### config.mk
export PLATFORM = sky130hd
export DESIGN_NAME = hbconsole_mux
export DESIGN_NICKNAME = d
export VERILOG_FILES = /design/src/rtl/hbconsole_mux.sv
export SDC_FILE = /design/constraint.sdc
export NUM_CORES = 1
export LEC_CHECK = 0
export CORE_MARGIN = 2
export CORE_UTILIZATION = 40
export DETAILED_ROUTE_END_ITERATION = 16
export DONT_BUFFER_PORTS = 1
export SYNTH_ARGS = -nofsm -noshare
export SYNTH_HDL_FRONTEND = slang
export SYNTH_SLANG_ARGS = --single-unit
### constraint.sdc
create_clock -name i_clk -period 1.2 [get_ports i_clk]
set_input_delay 0.24 -clock i_clk [delete_from_list [all_inputs] [get_ports i_clk]]
set_output_delay 0.24 -clock i_clk [all_outputs]
set_load 0.03 [all_outputs]
### src/rtl/hbconsole_mux.sv
// Splits the UART rx byte stream by bit 7 into hexbus and console streams, and
// merges hexbus/console tx bytes into one UART tx stream. Optional: HBCONSOLE_FAIR_EN.
module hbconsole_mux #(
    parameter int unsigned MAXBURST = 8
) (
    input  logic       i_clk,
    input  logic       i_rst_n,
    input  logic       i_rx_stb,
    input  logic [7:0] i_rx_data,
    output logic       o_hb_rx_stb,
    output logic [6:0] o_hb_rx_data,
    output logic       o_con_rx_stb,
    output logic [6:0] o_con_rx_data,
    input  logic       i_hb_tx_stb,
    input  logic [6:0] i_hb_tx_data,
    output logic       o_hb_tx_busy,
    input  logic       i_con_tx_stb,
    input  logic [6:0] i_con_tx_data,
    output logic       o_con_tx_busy,
    output logic       o_tx_stb,
    output logic [7:0] o_tx_data,
    input  logic       i_tx_busy
);

    localparam int unsigned DW = 8;

    if (MAXBURST < 1 || MAXBURST > 255) begin : g_bad_maxburst
        $error("hbconsole_mux: MAXBURST must be in 1..255");
    end

    typedef enum logic {
        S_EMPTY = 1'b0,
        S_FULL  = 1'b1
    } state_t;

    state_t        state_q, state_d;
    logic [DW-1:0] data_q, data_d;
    logic          open_c;
    logic          gnt_hb_c;
    logic          gnt_con_c;

    // RX demux: one-cycle registered strobes, payload loaded only for the owning side
    always_ff @(posedge i_clk or negedge i_rst_n) begin
        if (!i_rst_n) begin
            o_hb_rx_stb   <= 1'b0;
            o_hb_rx_data  <= 7'd0;
            o_con_rx_stb  <= 1'b0;
            o_con_rx_data <= 7'd0;
        end else begin
            o_hb_rx_stb  <= i_rx_stb & i_rx_data[7];
            o_con_rx_stb <= i_rx_stb & ~i_rx_data[7];
            if (i_rx_stb & i_rx_data[7]) o_hb_rx_data <= i_rx_data[6:0];
            if (i_rx_stb & ~i_rx_data[7]) o_con_rx_data <= i_rx_data[6:0];
        end
    end

`ifdef HBCONSOLE_FAIR_EN
    localparam logic [7:0] BURST_LIM = 8'(MAXBURST);

    logic [7:0] burst_q, burst_d;

    // Console overrides hexbus once the hexbus burst has reached its limit
    always_comb begin
        gnt_hb_c  = i_hb_tx_stb & ~(i_con_tx_stb & (burst_q == BURST_LIM));
        gnt_con_c = i_con_tx_stb & ~gnt_hb_c;
        burst_d   = burst_q;
        if (!i_con_tx_stb || (open_c && gnt_con_c)) begin
            burst_d = 8'd0;
        end else if (open_c && gnt_hb_c && burst_q != BURST_LIM) begin
            burst_d = burst_q + 8'd1;
        end
    end

    always_ff @(posedge i_clk or negedge i_rst_n) begin
        if (!i_rst_n) burst_q <= 8'd0;
        else          burst_q <= burst_d;
    end
`else
    always_comb begin
        gnt_hb_c  = i_hb_tx_stb;
        gnt_con_c = i_con_tx_stb & ~i_hb_tx_stb;
    end
`endif

    assign open_c        = (state_q == S_EMPTY) | ~i_tx_busy;
    assign o_hb_tx_busy  = ~(open_c & gnt_hb_c);
    assign o_con_tx_busy = ~(open_c & gnt_con_c);

    // Output register: load and drain may happen in the same cycle
    always_comb begin
        state_d = state_q;
        data_d  = data_q;
        if (open_c && gnt_hb_c) begin
            state_d = S_FULL;
            data_d  = {1'b1, i_hb_tx_data};
        end else if (open_c && gnt_con_c) begin
            state_d = S_FULL;
            data_d  = {1'b0, i_con_tx_data};
        end else if (state_q == S_FULL && !i_tx_busy) begin
            state_d = S_EMPTY;
        end
    end

    always_ff @(posedge i_clk or negedge i_rst_n) begin
        if (!i_rst_n) begin
            state_q <= S_EMPTY;
            data_q  <= '0;
        end else begin
            state_q <= state_d;
            data_q  <= data_d;
        end
    end

    assign o_tx_stb  = (state_q == S_FULL);
    assign o_tx_data = data_q;

endmodule

# After elaboration in Yosys (flattened, before gate mapping)
# Cells that the tools add are included.
# Widths: inputs -> output; s select.
dict set report word_totals {
  register_bits 25
  latchBits 0
  ramBits 0
  romBits 0
  in_bits 28
  out_inout_bits 27
  word_cells 29
  mem_count 0
}
dict set report classes {
  add_sub_neg 0
  n_mul 0
  n_div 0
  order_cmp 0
  eq_ne 0
  n_shift 0
  mux 5
  bitwise 12
  n_reduce_logical 6
}
# op n
set op_table {}
lappend op_table {{$mux 8} 2}
lappend op_table {{$not 1->1} 6}
lappend op_table {{$and 1x1->1} 5}
lappend op_table {{$logic_and 1x1->1} 3}
lappend op_table {{$mux 1} 3}
lappend op_table {{$reduce_bool 3->1} 1}
lappend op_table {{$reduce_bool 2->1} 1}
lappend op_table {{$logic_not 1->1} 1}
lappend op_table {{$or 1x1->1} 1}

# Logic depth before layout (Yosys ltp)
# Gate-level depths: netlist (run 1).
dict set report logic_depth {
  depth_word 5
  mapped_depth 3
  mapped_depth_nobuf 2
}

# Worst setup path after synthesis (run 1)
# Ideal clock, no wire load.
dict set report synth_timing {
  path_type {reg2reg}
  startpoint {register state_q, in the netlist o_tx_stb}
  endpoint {register data_q[1], in the netlist o_tx_data[1]}
  setup_time_ps 125
  arrival_time_ps 1220
  required_time_ps 1075
  slack_ps -145
  stages_incl_launch_ff 3
  path_buffers 0
  period_less_slack_ps 1345
  cell_sequence {dfrtp_1 -> a2bb2oi_2 -> mux2_2}
}
dict set report synth_via {
  elab_chain_cells 4
  elab_cells_between_ends 6
  classes_between {1 x mux; 2 x bitwise; 3 x reduce/logical}
}
# element line
set synth_lines {}
lappend synth_lines {{start: declaration} 36} ;# state_t state_q, state_d;
lappend synth_lines {{start signal: assignment} 109} ;# state_q <= state_d;
lappend synth_lines {{$not 1->1 *} 85} ;# assign open_c = (state_q == S_EMPTY) | ~i_tx_busy;
lappend synth_lines {{$or 1x1->1 *} 85}
lappend synth_lines {{$logic_and 1x1->1, on equally long branches} {93, 96}}
lappend synth_lines {{$mux 8 / $reduce_bool 2->1 (equally long branches)} -}
lappend synth_lines {{end signal: assignment} 110} ;# data_q <= data_d;
lappend synth_lines {{end: declaration} 37} ;# logic [DW-1:0] data_q, data_d;
# Mark *: on every way between the ends. The rest lies on a longest branch, timed or not.
# A chain may end at the register's enable or synchronous reset.

# Worst setup path in the final report (run 1)
dict set report layout_timing {
  startpoint {register state_q, in the netlist o_tx_stb}
  endpoint {output port o_con_tx_busy}
}
dict set report layout_via {
  elab_chain_cells 4
}
# element line
set layout_lines {}
lappend layout_lines {{$not 1->1} 85}
lappend layout_lines {{$or 1x1->1} 85}
lappend layout_lines {{$and 1x1->1} 87} ;# assign o_con_tx_busy = ~(open_c & gnt_con_c);
lappend layout_lines {{$not 1->1} 87}
lappend layout_lines {{end: declaration} 19} ;# output logic o_con_tx_busy,
# No other way between the ends.

==> results of run 1 <==
placed cells by master (no fill, tap or decap), types with 2 or more instances in the layout:
cell	Yosys	final
buf_12	0	2
buf_4	0	4
mux2_4	8	12
dfrtp_1	25	24
clkbuf_4	0	3
nand2_1	4	2
mux2_2	19	15
synthesized netlist by cell type:
cell type and instances:
dfrtp_1 25, mux2_2 19, mux2_4 8, nand2_1 4, a21bo_2 1, a21oi_1 1
a22o_2 1, a2bb2oi_2 1, buf_2 1, buf_6 1, inv_1 1, mux2_1 1
nand2b_1 1, nor2b_1 1
metal layers:
metal	routed length [µm]	vias up	GRT usage, %	share of wire (%)
met2	983	24	21.6	51
met4	13	0	4.18	0.67
met3	148	2	4.22	7.6
met5	0	-	0	0
met1	796	297	16.5	41
li1	-	253	-	-
worst reg2reg max path: cells and delay by family, from the launching register on:
kind            cells  cell delay (ns)
mux                 1             0.33
compound gates      1             0.14
flops               1             0.45
buf+inv             2             0.29
cells by family (layout without fill, tap and decap cells):
logic type             count (synthesis)  after routing  synth area share, %
AO/OA/AOI/OAI                          4              4                 3.78
flip-flops                            25             25                 59.1
buffers and inverters                  3             13                 1.89
AND/OR/NAND/NOR                        6              6                 2.60
multiplexers                          28             28                 32.6
path summary, 6_finish.rpt:
path                       depth (start not counted)  slack (ns)                to        startpoint
max                                                2       -0.10     o_con_tx_busy          o_tx_stb
max in group asynchronous                          2        0.70          o_tx_stb           i_rst_n
min reg2reg                                        1        0.53  o_con_rx_data[4]  o_con_rx_data[4]
max reg2reg                                        4       -0.10      o_tx_data[3]          o_tx_stb
min                                                1        0.04          o_tx_stb      i_con_tx_stb
min in group asynchronous                          2        0.33       o_hb_rx_stb           i_rst_n
where the power goes:
part           switching [mW]  internal, mW
Sequential              0.307         0.957
Combinational           0.104         0.187
Clock                   0.257         0.127
metrics by stage:
stage	std cells	TNS [ns]	cell area, µm²	worst slack (ns)
2_1_floorplan	66	0	1070	0.00248
3_3_place_gp	97	0	1110	0.0257
3_5_place_dp	97	-0.00132	1110	-0.000747
4_1_cts	106	-0.826	1240	-0.117
5_1_grt	106	-1.24	1240	-0.173
6_report	106	-0.748	1240	-0.103
sequential cells by signal (all words and copies together), names as in the netlist:
signal / cells
o_con_rx_data: 7
o_con_rx_stb: 1
o_hb_rx_data: 7
o_hb_rx_stb: 1
o_tx_data: 8
o_tx_stb: 1
area by class of cell:
class / instances / area, µm²
inverters: 1 / 3.75
repair buffers: 8 / 91.3
flip-flops and latches: 25 / 627
fillers: 226 / 1260
well taps: 30 / 37.5
multi-input cells: 38 / 453
clock buffers: 3 / 22.5
clock inverters: 1 / 7.51
what timing repair did:
action | 4_1_cts | 5_1_grt
resized for setup | 9 | 0
setup endpoints to repair | 9 | 10
endpoints found under the hold margin | 25 | 0
hold buffers | 2 | 0
setup buffers | 3 | 0
pin swaps | 2 | 1
==> reports/qor.yml, run 1 <==
synthesis:
  ys_ff_latch: 25
  synth_warnings: 0
  yosys.area.top_type: "dfrtp_1"
  syn-cell-area_um2: 1060
  synthCells: 66
  synth_top_area_share_pct: 59.1
  syn_nets: 94
  ys_seq_area_share_pct: 59.1
  ys_top_cells_by_area: "dfrtp_1, mux2_2, mux2_4"
  synth.avg_cell_area_um2: 16.0
  yosysUniqueCellTypes: 14
clock_network:
  clk_latency_ns: 0.31
  numCtsBuffers: 3
  clk_pin_slew_ns: 0.14
  cts.sinks: 25
  htreeDepth: 1
  root_buffer: "clkbuf_4"
  clockBufferDepth: 2
  cts_tree: "done"
floorplan:
  die_x_um: 55.4
  io_pins: 55
  die_area_um2: 3070
  dieHeight_um: 55.4
  core_area_um2: 2500
  num_rows: 18
  start_util_pct: 42.3
setup_path:
  start_kind: "register"
  criticalPathCategory: "register to primary output"
  end_kind: "primary output"
  critPathRequiredTime_ns: 0.96
  crit_slowest_cell: "dfrtp_2"
  critPathMaxStageDelay_ns: 0.45
  cp_cell_sequence: "a21oi_2, nand2_2"
  critical_path_arrival_ns: 1.06
  cp_max_fo: 4
  cp_top_family: "flip-flops"
  crit_buf_inv: 0
run:
  drv_cap: 0
detailed_routing:
  drtIter0Drc: 13
  ant_nets: 0
  drt-total-wl_um: 1940
  dr.pass1.iters: 2
  vias: 576
  post_drt_wl_per_cell_um: 18.3
  drc_errors: 0
  viasPerCell: 5.43
placed_design:
  gp_congestion: 0.657
  hpwlAfterDp_um: 1330
  io_buffers: 0
sta:
  fin_crit_sh_pct: 109
  tightestPinTransition_ns: 0.347
  finalClockSkew_ns: 0.000514
  rsz0062_at_grt: "true"
  clock.fmax_ghz: 0.768
  drv_slew: 0
  hold_viol: 0
  hold_slack_ns: 0.0399
  fin_ws_ns: -0.103
  setup_violations: 10
  min_period_ns: 1.30
  relSlewSlack_pct: 76.8
global_routing:
  grt_overflow: 0
  antenna_found_initial: 0
  grt_usage_pct: 13.2
  grt_pass1_vias: 650
  grt_max_degree: 26
  grt_first_pass_wirelength_um: 3180
power_and_ir_drop:
  power_mw: 1.94
  irDropWorstVdd_mv: 0.763
  p_per_area_nw_per_um2: 1560
  leakage_nw: 0.558
layout:
  drive_above_1_share_pct: 59.2
  diodes: 0
  final_util_pct: 49.7
  nets: 105
  area_growth_pct: 17.4
worst_hold_path:
  holdCritPathClass: "primary input to register"
status:
  violations: "setup timing"
  status: "finished, violations left"
(Power assumes the default switching activity.)
==> inputs of run 2 (changes only) <==
- CAP_MARGIN: unset -> 20
- PLACE_DENSITY_LB_ADDON: unset -> 0.12
- SLEW_MARGIN: unset -> 10
==> run 2 against run 1 <==
  * The run still ends with setup timing left
  * Critical path depth stayed put
  * Maximum frequency shrank 0.52%
  * Total power grew 0.13%
  * First-iteration DRC count decreased by 46%
  * Register-to-register slack about the same
  * Utilization grew 2.0 points
  * Setup slack got worse by 0.0068 ns
  * Sequential share of layout area down 2.0 points
  * Final cell count grew 1.9%
  * Highest routed layer unchanged
==> reports/qor.yml, run 2 (synthesis gave the netlist of run 1 again) <==
layout:
  fin_cells: 108
  mostFrequentLayoutCell: "dfrtp_1"
  nets: 107
  drive_above_1_share_pct: 57.7
  final_util_pct: 51.7
  layout_common_cells: "dfrtp_1, mux2_4, mux2_2"
  diodes: 0
  area_growth_pct: 22.1
  largest_register_ffs: 8
placed_design:
  hpwlAfterDp_um: 1270
  io_buffers: 0
  dp_slack_ns: -0.00129
  dp.cells: 97
  gp_congestion: 0.660
floorplan:
  die_area_um2: 3070
  start_util_pct: 42.3
  core_area_um2: 2500
  dieHeight_um: 55.4
  num_rows: 18
  io_pins: 55
  die_x_um: 55.4
sta:
  fin_crit_sh_pct: 109
  setup_violations: 10
  fin_setup_tns_ns: -0.829
  finalClockSkew_ns: 0.00381
  fin_ws_ns: -0.109
  hold_slack_ns: 0.0547
  clock.fmax_ghz: 0.764
  relSlewSlack_pct: 74.8
  tightestPinTransition_ns: 0.377
  min_period_ns: 1.31
  rsz0062_at_grt: "true"
  hold_viol: 0
  drv_slew: 0
clock_network:
  clk_pin_slew_ns: 0.13
  root_buffer: "clkbuf_4"
  numCtsBuffers: 3
  cts_tree: "done"
  cts.sinks: 25
  clockBufferDepth: 2
  htreeDepth: 1
  clk_latency_ns: 0.31
worst_hold_path:
  holdCritPathClass: "primary input to register"
detailed_routing:
  drtIter0Drc: 7
  drt-total-wl_um: 1950
  vias: 579
  drc_errors: 0
  ant_nets: 0
  viasPerCell: 5.36
  post_drt_wl_per_cell_um: 18.1
  dr.pass1.iters: 2
power_and_ir_drop:
  irDropWorstVdd_mv: 1.22
  leakage_nw: 0.592
  p_per_area_nw_per_um2: 1500
setup_path:
  end_kind: "primary output"
  critical_path_arrival_ns: 1.07
  critPathRequiredTime_ns: 0.96
  start_kind: "register"
  criticalPathCategory: "register to primary output"
  cp_max_fo: 3
status:
  status: "finished, violations left"
  violations: "setup timing"
global_routing:
  antenna_found_initial: 0
  grt_overflow: 0
  grt_max_degree: 26
  grt_usage_pct: 13.0
  grt_pass1_vias: 623
  grt_first_pass_wirelength_um: 3100
run:
  drv_cap: 0
-- run 2: cell count changes in the layout (fill, tap and decap cells not counted) --
| cell | delta |
|---|---|
| a21oi_2 | -1 |
| nand2_4 | +1 |
| buf_12 | +1 |
| mux2_2 | -2 |
| buf_8 | +1 |
| a21oi_4 | +1 |
| nand2_2 | -1 |
| buf_6 | -1 |
| dlygate4sd3_1 | +1 |
| clkbuf_1 | +1 |
| clkinvlp_4 | -1 |
| mux2_4 | +2 |
-- run 2: layer usage --
metal  up-vias  track usage (%)  share of wire (%)
met4         0             3.14               0.62
met3         2             8.20                 10
met5         -                0                  0
met1       292             14.6                 37
met2        27             20.7                 52
li1        258                -                  -
-- run 2: power by group --
group | switching [mW] | internal [mW] | total (mW)
combinational | 0.107 | 0.206 | 0.313
sequential | 0.309 | 0.957 | 1.27
clock | 0.232 | 0.130 | 0.362
-- run 2: per-stage QoR --
step	area [µm²]	total power [mW]
3_5_place_dp	1110	1.51
5_1_grt	1290	2.05
6_report	1290	1.94
4_1_cts	1220	1.93
3_3_place_gp	1110	1.50
2_1_floorplan	1070	1.47
-- run 2: layout make-up --
type | count | area, µm²
clock buffer | 4 | 26.3
multi-input combinational | 38 | 473
fill | 223 | 1210
timing repair buffer | 10 | 125
sequential | 25 | 627
inverter | 1 | 3.75
tap | 30 | 37.5
-- run 2: timing repair --
item / 4_1_cts / 5_1_grt
hold buffers: 2 / 1
gates cloned: 0 / 0
hold endpoints to repair: 25 / 1
setup buffers: 2 / 2
setup endpoints to repair: 9 / 10
resized for setup: 7 / 7
pin swaps: 3 / 3
-- run 2: worst max-delay path: stages (launching register included) --
cell     delay (ns)
dfrtp_2        0.47
a21oi_4        0.18
nand2_4        0.11
-- run 2: worst paths after layout --
| path | from | end | slack, ns | depth (start not counted) |
|---|---|---|---|---|
| setup / recovery | o_tx_stb | o_con_tx_busy | -0.11 | 2 |
| hold / removal | i_rx_data[4] | o_con_rx_data[4] | 0.05 | 1 |
| setup reg to reg | o_tx_stb | o_tx_data[6] | -0.09 | 4 |
| hold reg to reg | o_con_rx_data[4] | o_con_rx_data[4] | 0.50 | 1 |
| max in group asynchronous | i_rst_n | o_tx_stb | 0.69 | 2 |
| min in group asynchronous | i_rst_n | o_tx_data[3] | 0.35 | 2 |
